==> src/rtl/ram_port_arbiter.sv <==
`default_nettype none
// ============================================================================
// ram_port_arbiter : shares one 16-bit asynchronous SRAM between a fetch port
// and a memory-stage port, splitting each 32-bit access into two half phases.
// Revision: 1.0
// ============================================================================
module ram_port_arbiter #(
  parameter int WAIT         = 1,
  parameter int STARVE_LIMIT = 4
) (
  input  logic        clock,
  input  logic        reset,
  input  logic        if_req,
  input  logic [17:0] if_addr,
  output logic        if_ack,
  output logic [31:0] if_rdata,
  input  logic        mem_req,
  input  logic        mem_we,
  input  logic [3:0]  mem_be,
  input  logic [17:0] mem_addr,
  input  logic [31:0] mem_wdata,
  output logic        mem_ack,
  output logic [31:0] mem_rdata,
  output logic [17:0] addr,
  output logic [15:0] data_out,
  output logic        data_oe,
  input  logic [15:0] data_in,
  output logic        chip_en,
  output logic        oute,
  output logic        wre,
  output logic        hb_mask,
  output logic        lb_mask
);

  localparam logic [1:0] c_idle = 2'd0;
  localparam logic [1:0] c_lo   = 2'd1;
  localparam logic [1:0] c_hi   = 2'd2;
  localparam logic [1:0] c_ack  = 2'd3;

  localparam logic [3:0] c_wait         = 4'(WAIT);
  localparam logic [3:0] c_starve_limit = 4'(STARVE_LIMIT);

  logic [1:0]  r_state;
  logic [3:0]  r_phase;
  logic [3:0]  r_starve;
  logic        r_sel_if;
  logic        r_we;
  logic [3:0]  r_be;
  logic [31:0] r_wdata;
  logic [16:0] r_word;
  logic [17:0] r_addr;
  logic [31:0] r_if_rdata;
  logic [31:0] r_mem_rdata;

  logic w_idle, w_grant_if, w_grant_mem, w_busy, w_hi, w_wr, w_last;
  logic w_unused_ok;

  // Halfword select bit of both request addresses is implied by the phase.
  assign w_unused_ok = &{1'b0, if_addr[0], mem_addr[0]};

  assign w_idle      = (r_state == c_idle);
  assign w_grant_if  = w_idle && if_req && (!mem_req || (r_starve == c_starve_limit));
  assign w_grant_mem = w_idle && mem_req && !w_grant_if;
  assign w_busy      = (r_state == c_lo) || (r_state == c_hi);
  assign w_hi        = (r_state == c_hi);
  assign w_wr        = w_busy && r_we;
  assign w_last      = (r_phase == c_wait);

  always_ff @(posedge clock or posedge reset) begin
    if (reset) begin
      r_state     <= c_idle;
      r_phase     <= 4'd0;
      r_sel_if    <= 1'b0;
      r_we        <= 1'b0;
      r_be        <= 4'd0;
      r_wdata     <= 32'd0;
      r_word      <= 17'd0;
      r_addr      <= 18'd0;
      r_if_rdata  <= 32'd0;
      r_mem_rdata <= 32'd0;
    end else begin
      case (r_state)
        c_idle: begin
          if (w_grant_if || w_grant_mem) begin
            r_state  <= c_lo;
            r_phase  <= 4'd0;
            r_sel_if <= w_grant_if;
            r_we     <= w_grant_mem && mem_we;
            r_be     <= mem_be;
            r_wdata  <= mem_wdata;
            r_word   <= w_grant_if ? if_addr[17:1] : mem_addr[17:1];
            r_addr   <= {(w_grant_if ? if_addr[17:1] : mem_addr[17:1]), 1'b0};
          end
        end
        c_lo: begin
          if (w_last) begin
            r_state <= c_hi;
            r_phase <= 4'd0;
            r_addr  <= {r_word, 1'b1};
            if (!r_we && r_sel_if)  r_if_rdata[15:0]  <= data_in;
            if (!r_we && !r_sel_if) r_mem_rdata[15:0] <= data_in;
          end else begin
            r_phase <= r_phase + 4'd1;
          end
        end
        c_hi: begin
          if (w_last) begin
            r_state <= c_ack;
            r_phase <= 4'd0;
            if (!r_we && r_sel_if)  r_if_rdata[31:16]  <= data_in;
            if (!r_we && !r_sel_if) r_mem_rdata[31:16] <= data_in;
          end else begin
            r_phase <= r_phase + 4'd1;
          end
        end
        default: begin
          r_state <= c_idle;
        end
      endcase
    end
  end

  // Fetch starvation guard: counts mem grants that overrode a pending fetch.
  always_ff @(posedge clock or posedge reset) begin
    if (reset) begin
      r_starve <= 4'd0;
    end else if (w_grant_if) begin
      r_starve <= 4'd0;
    end else if (w_grant_mem && if_req && (r_starve != c_starve_limit)) begin
      r_starve <= r_starve + 4'd1;
    end
  end

  assign addr      = r_addr;
  assign if_rdata  = r_if_rdata;
  assign mem_rdata = r_mem_rdata;
  assign if_ack    = (r_state == c_ack) && r_sel_if;
  assign mem_ack   = (r_state == c_ack) && !r_sel_if;
  assign chip_en   = !w_busy;
  assign oute      = !(w_busy && !r_we);
  // Write strobe rises in the final cycle so data is stable across its trailing edge.
  assign wre       = !(w_wr && !w_last);
  assign data_oe   = w_wr;
  assign data_out  = !w_wr ? 16'h0000 : (w_hi ? r_wdata[31:16] : r_wdata[15:0]);
  assign lb_mask   = !w_busy || (r_we && !(w_hi ? r_be[2] : r_be[0]));
  assign hb_mask   = !w_busy || (r_we && !(w_hi ? r_be[3] : r_be[1]));

endmodule
`default_nettype wire

==> config.mk <==
export PLATFORM = sky130hd
export DESIGN_NAME = ram_port_arbiter
export DESIGN_NICKNAME = d
export VERILOG_FILES = /design/src/rtl/ram_port_arbiter.sv
export SDC_FILE = /design/constraint.sdc
export NUM_CORES = 1
export LEC_CHECK = 0
export CAP_MARGIN = 0
export CORE_ASPECT_RATIO = 0.7
export CORE_MARGIN = 2
export CORE_UTILIZATION = 51
export DETAILED_ROUTE_END_ITERATION = 10
export GPL_ROUTABILITY_DRIVEN = 0
export HOLD_SLACK_MARGIN = 0.15
export PLACE_DENSITY = 0.94
export SLEW_MARGIN = 40
export SYNTH_ARGS = -nofsm -noshare
export SYNTH_HDL_FRONTEND = slang
export SYNTH_SLANG_ARGS = --single-unit
==> constraint.sdc <==
create_clock -name clock -period 8.5 [get_ports clock]
set_clock_uncertainty 0.05 [all_clocks]
set_input_delay 1.7 -clock clock [delete_from_list [all_inputs] [get_ports clock]]
set_output_delay 1.7 -clock clock [all_outputs]
set_load 0.03 [all_outputs]
[After elaboration in Yosys (flattened, before gate mapping)]
Cells that the tools add are included.
Word-level totals
  bits of input ports: 93
  register bits after elaboration: 147
  logic and storage cells: 85
  output and inout bits: 106
Operators by class
  equality and inequality tests: 9
  $add $sub $neg: 2
  multiplexer cells: 17
  reduce and logical (&&, ||, !) cells: 44
Operators by type and width (count)
  two-way mux 18 bit: 2
  case mux 18 bit (2 select lines): 1
  two-way mux 16 bit: 2
  AND reduction 3 bit: 6
  two-way mux 17 bit: 1
  logical AND 1 bit: 16
  two-way mux 4 bit: 4
  logical NOT 1 bit: 10
  adder 4 x 1 -> 4 bit, second input constant: 2
  case mux 4 bit (2 select lines): 1
  two-way mux 2 bit: 3
  case mux 2 bit (3 select lines): 1
  nonzero test 2 bit: 3
  logical OR 1 bit: 5
  == test 2 bit, second input constant: 2
  == test 4 x 1 -> 1 bit, second input constant: 1
  == test 4 x 3 -> 1 bit, second input constant: 1
  != test 2 x 1 -> 1 bit, second input constant: 2
  != test 4 x 3 -> 1 bit, second input constant: 1
  AND reduction 2 bit: 2
  == test 2 x 1 -> 1 bit, second input constant: 1
  logical NOT 2 bit: 1
  two-way mux 1 bit: 2
  != test 2 bit, second input constant: 1
  OR reduction 2 bit: 1

[Longest topological paths before layout]
  word-level depth: 9
  mapped depth: 9
  mapped depth without buffers: 6

[Worst setup path before layout]
Ideal clock, no wire load.
  path kind: register to output
  start: reg r_state[0]
  end: out data_out[10]
  stages on the path, launching flop included: 7
  path slack: 4912 ps
  data arrival time: 1838 ps
  buffers on the path: 2
  data required time: 6750 ps
  path through: dfrtp_1 inv_1 ha_1 buf_2 buf_2 mux2i_1 nor2_1
On the way
  word-level cells in the longest chain between the ends: 4
  elaborated cells between the ends (all ways): 6
  classes of those cells: eq/ne (2); mux (2); reduce/logical (2)
RTL lines
  from (decl): line 43  | logic [1:0] r_state;
  from (signal assigned): line 71  | r_state <= c_idle;
  from (signal assigned): line 85  | r_state <= c_lo;
  from (signal assigned): line 97  | r_state <= c_hi;
  == test 2 x 1 -> 1 bit / == test 2 bit (equally long branches): line 64, 65
  logical OR 1 bit: line 64  | assign w_busy = (r_state == c_lo) || (r_state == c_hi);
  logical AND 1 bit: line 66  | assign w_wr = w_busy && r_we;
  two-way mux 16 bit *: line 144  | assign data_out = !w_wr ? 16'h0000 : (w_hi ? r_wdata[31:16] : r_wdata[15:0]);
  to (decl): line 25  | output logic [15:0] data_out,
Every way passes the cells marked *; elsewhere a longest branch is shown, timed or not.

[Final worst setup path]
  start: reg r_state[0]
  end: out lb_mask
On the way
  word-level cells in the longest chain between the ends: 5
  elaborated cells between the ends (all ways): 8
  classes of those cells: eq/ne (2); mux (1); reduce/logical (5)
RTL lines
  == test 2 bit: line 64, 65
  two-way mux 1 bit: line 145  | assign lb_mask = !w_busy || (r_we && !(w_hi ? r_be[2] : r_be[0]));
  logical NOT 1 bit: line 145
  logical AND 1 bit: line 145
  logical OR 1 bit *: line 145
  to (decl): line 32  | output logic lb_mask
Marks and branches as above.

==> results.md <==
Logic synthesis:
- By area the synthesized netlist is led by dfrtp_1 56%, mux2_2 10%, mux2_4 9.2%.
- Of the post-synthesis cell area, the dominant cell type holds 56.2%.
- The flip-flop and latch count after synthesis is 147.
- The synthesized netlist contains 35 unique library cells.
- For this run, the leading register cell type out of synthesis is dfrtp_1.
- The count of flip-flops with a built-in enable after synthesis is 0.
- The mean instance size in the synthesized netlist is approximately 13 um^2.
- The post-synthesis cell area is 0.00655 mm^2.
- Counting flops with an async set or reset pin after synthesis yields a share of 100%.
- For this run, the number of Yosys warnings is 0.
- The post-synthesis cell type with the largest combined area is dfrtp_1.
- The number of nets produced by synthesis is roughly 600.
- The sequential cell area fraction in the yosys report is a little under three fifths.
- After technology mapping, the gate count stands at 498.

Route:
- After detailed routing, the number of vias per cell comes to 5.43.
- The detailed-route via count is 4689.
- The final antenna-violating net count is 0.
- The first detailed-routing pass ran for 6 iterations.
- Dividing the detail-routed wire length by the instance count gives between 15 and 20 um.
- In the routed design, unresolved DRC markers number 0.
- The number of DRC violations after detailed-routing iteration 0 is 166.
- The final wirelength is 16400 um.

Worst hold path:
- The sink of the worst hold path is r_word[15]$_DFFE_PP0P_.
- The min-delay analysis places its worst path in the category reg -> reg.
- Along the worst hold path, the cell count comes to 2.
- The startpoint identified for the worst hold timing path is r_word[15]$_DFFE_PP0P_.

Setup path:
- The worst register-to-register path ends at addr[9]$_DFFE_PP0P_.
- The cell with the most instances on the worst path is nand2_1.
- The worst register-to-register path begins at r_state[1]$_DFFE_PP0P_.
- The highest-delay cell along the critical path is clkdlybuf4s50_1.
- For the worst setup path, the data arrival time is 2.73 ns.
- The number of buffers and inverters on the critical path is 3.
- The critical path is of the reg -> out type.
- Traced cell by cell, the critical path runs through inv_1, ha_1, buf_4, mux2i_1, nand2_1, nand2_1, clkdlybuf4s50_1.
- STA classifies the critical path endpoint as a primary output.
- Across all register-to-register paths, the minimum setup slack is 6.00 ns.
- The launching element type of the critical path is a register.
- The worst path required time is 6.75 ns.
- For this run, the slowest stage of the critical path takes 0.68 ns.
- The maximum fanout count along the critical path is 18.
- The cell type group with the largest total delay on the critical path is buffers and inverters.
- The number of cells on the worst reg-to-reg path is 5.

Pwr:
- The peak supply drop is ~260 uV.
- Sequential cells burn 31.0% of the power.
- Cell internal power was estimated by the tool at 2.47 mW.
- Power spread over the standard cell area amounts to 447 mW/mm^2.
- In this run the power spent charging and discharging nets is 1.65 mW.
- The clock network burns about a fifth of the power.
- The share of total power in combinational logic is 49.8%.
- The switching share of power is 40.1%.
- In this run the static leakage power is 4.05 nW.

STA:
- The final worst slack is 4.02 ns.
- The number of pins exceeding their max-slew limit in the final report came to 0.
- The transition time of the tightest slew-check pin is 0.748 ns.
- On the final layout, the worst hold slack is 0.435 ns.
- The clock period minus final worst setup slack is 4.48 ns.
- Setup violations remaining at the end of the flow were counted as 0.
- Setup repair after global routing left no endpoint under its margin.
- The maximum clock frequency is 223 MHz.
- Measured against its own limit, the worst slew margin works out to 50.0%.
- Dividing the final minimum period by the clock period gives 52.8%.
- The final hold violation count came to 0.
- The final-layout setup total negative slack is 0 ns.

Floorplan:
- The die is 139 um wide.
- After floorplanning, the core was divided into 34 placement rows.
- The floorplan core area is around 0.012 mm^2.
- The area of the die is 0.0138 mm^2.
- 199 I/O pins were placed.
- For this configuration, the core starts out at a cell density of 52.5%.
- The die extent in y is 98.8 um.

Placement:
- The total half-perimeter wirelength after legalization and detailed placement is 11500 um.
- The total placed instance area is 0.00859 mm^2.
- The number of cells after detailed placement is 832.
- In this run the tool buffered the top-level ports with roughly 200 buffer cells.
- Timing analysis after detailed placement gives a worst setup slack of 4.44 ns.

Clocking:
- The clock net sink count is between 100 and 150.
- The CTS buffer count is 17.
- The clock passes through at most 2 buffers.
- For the worst-skew pair, the clock arrives at the later sink with an insertion delay of slightly above 0.4 ns.
- The H-tree generated during clock tree synthesis spans 4 levels.
- The clock root buffer master is clkbuf_16.
- The post-cts hold buffer count is 0.
- Clock-pin slew was measured on the worst setup and hold paths at approximately 0.060 ns.
- The number of cells upsized or downsized after cts is 0.
- The CTS tree is yes.
- The total setup buffers inserted after CTS is 0.

Global route:
- The number of antenna violations at the first check in global routing is 0.
- The leftover overflow at the end of global routing is 0.
- The number of global-route vias before repair is 4960.
- Entering global routing, the biggest net connects 89 pins.
- The total track usage is 24.5%.
- The wire length of the first global-routing pass is 26300 um.

Finish:
- The repair_antennas step left the layout with diodes totalling 0.
- After the flow finishes, the layout carries non-filler instances totaling 864.
- Cells with a size suffix above 1 make up 21.1% of the layout.
- The net count of the finished layout is 790.
- Compared with the post-synthesis result, the final layout area differs by 40.9%.
- With fillers left out, the area of the finished cells amounts to roughly 0.0092 mm^2.

Run status:
- The flow ran to the end, and the final reports show no timing, DRC or antenna violations.

Flow run:
- Across the run, the number of max-cap violations was 0.
synth_stat cells (2+ instances only):
library cell and instances:
dfrtp_1 147, mux2_2 61, nand2_1 56, mux2_4 40, mux2i_1 36, o21ai_0 26, nand3_1 22, nor2_1 18
o211ai_1 17, buf_2 10, inv_1 10, clkbuf_1 8, ha_1 8, a21oi_1 5, buf_4 5, buf_6 5
a21o_1 2, nand3_4 2, nand3b_4 2, nor3_1 2, or3_1 2
cell families (layout without fill, tap and decap cells):
kind of cell / Yosys count / after routing / synth area share (%)
flip-flops: 147 / 147 / 56.2
multiplexers: 137 / 137 / 25.2
AND/OR/NAND/NOR: 112 / 112 / 8.50
AO/OA/AOI/OAI: 56 / 56 / 5.41
buffers and inverters: 38 / 242 / 3.23
adder cells (fa/ha/maj): 8 / 8 / 1.53
flip-flops by register name, summed over array words and instances, names as in the netlist:
name and flops:
mem_rdata 32, r_we 1, r_state 2, addr 18, r_word 17, r_starve 4
r_sel_if 1, if_rdata 32, r_phase 4, r_be 4, r_wdata 32
tightest hold or removal path, delay by kind of cell (launching register included):
| family | cells | cell delay, ns |
|---|---|---|
| AOI/OAI and AO/OA | 1 | 0.06 |
| DFF | 1 | 0.34 |
| and+or+nand+nor | 1 | 0.05 |
layout by cell type, fill, tap and decap left out, types with 9 or more instances in the layout:
| cell type | instances |
|---|---|
| nand3_1 | 22 |
| o21ai_0 | 26 |
| inv_1 | 9 |
| dfrtp_1 | 147 |
| clkdlybuf4s50_1 | 196 |
| nand2_1 | 56 |
| clkbuf_16 | 17 |
| nor2_1 | 18 |
| mux2_2 | 61 |
| mux2i_1 | 36 |
| mux2_4 | 40 |
| o211ai_1 | 17 |
cell type report:
type,count,area [um^2]
tap,162,203
clock buffer,18,439
inverter,10,45.0
sequential,147,3680
timing repair buffer,200,2000
clock inverter,14,189
fill,799,3240
multi-input combinational,313,2680
metrics by stage:
step / total power, mW / util (%)
floorplan: 2.58 / -
global placement: 3.23 / 68.9
detailed placement: 3.33 / 68.9
CTS: 4.15 / 74.0
global route: 4.32 / 74.0
finish: 4.12 / 74.0
per-layer routing:
metal | vias up | wire (um) | track usage [%]
met5 | - | 0 | 0
met4 | 0 | 269 | 6.92
met3 | 20 | 1070 | 8.07
met2 | 159 | 8390 | 42.7
met1 | 2378 | 6630 | 29.3
li1 | 2132 | - | -
power by group through the flow:
| stage | sequential (mW) | clock (mW) | combinational [mW] |
|---|---|---|---|
| finish | 1.28 | 0.790 | 2.05 |
| global route | 1.32 | 0.833 | 2.17 |
| CTS | 1.28 | 0.802 | 2.07 |
| detailed placement | 1.28 | 0 | 2.05 |
| global placement | 1.25 | 0 | 1.98 |
| floorplan | 1.63 | 0 | 0.945 |
how the worst max path moves through the flow:
stage,from,to,cells past startpoint
detailed placement,r_state[0]$_DFFE_PP0P_,lb_mask,7
global route,r_state[1]$_DFFE_PP0P_,data_out[14],5
global placement,r_state[0]$_DFFE_PP0P_,lb_mask,7
finish,r_state[0]$_DFFE_PP0P_,lb_mask,7
CTS,r_state[0]$_DFFE_PP0P_,lb_mask,7
floorplan,reset,addr[0]$_DFFE_PP0P_,1
No activity file was read; power rests on OpenSTA's default activity.
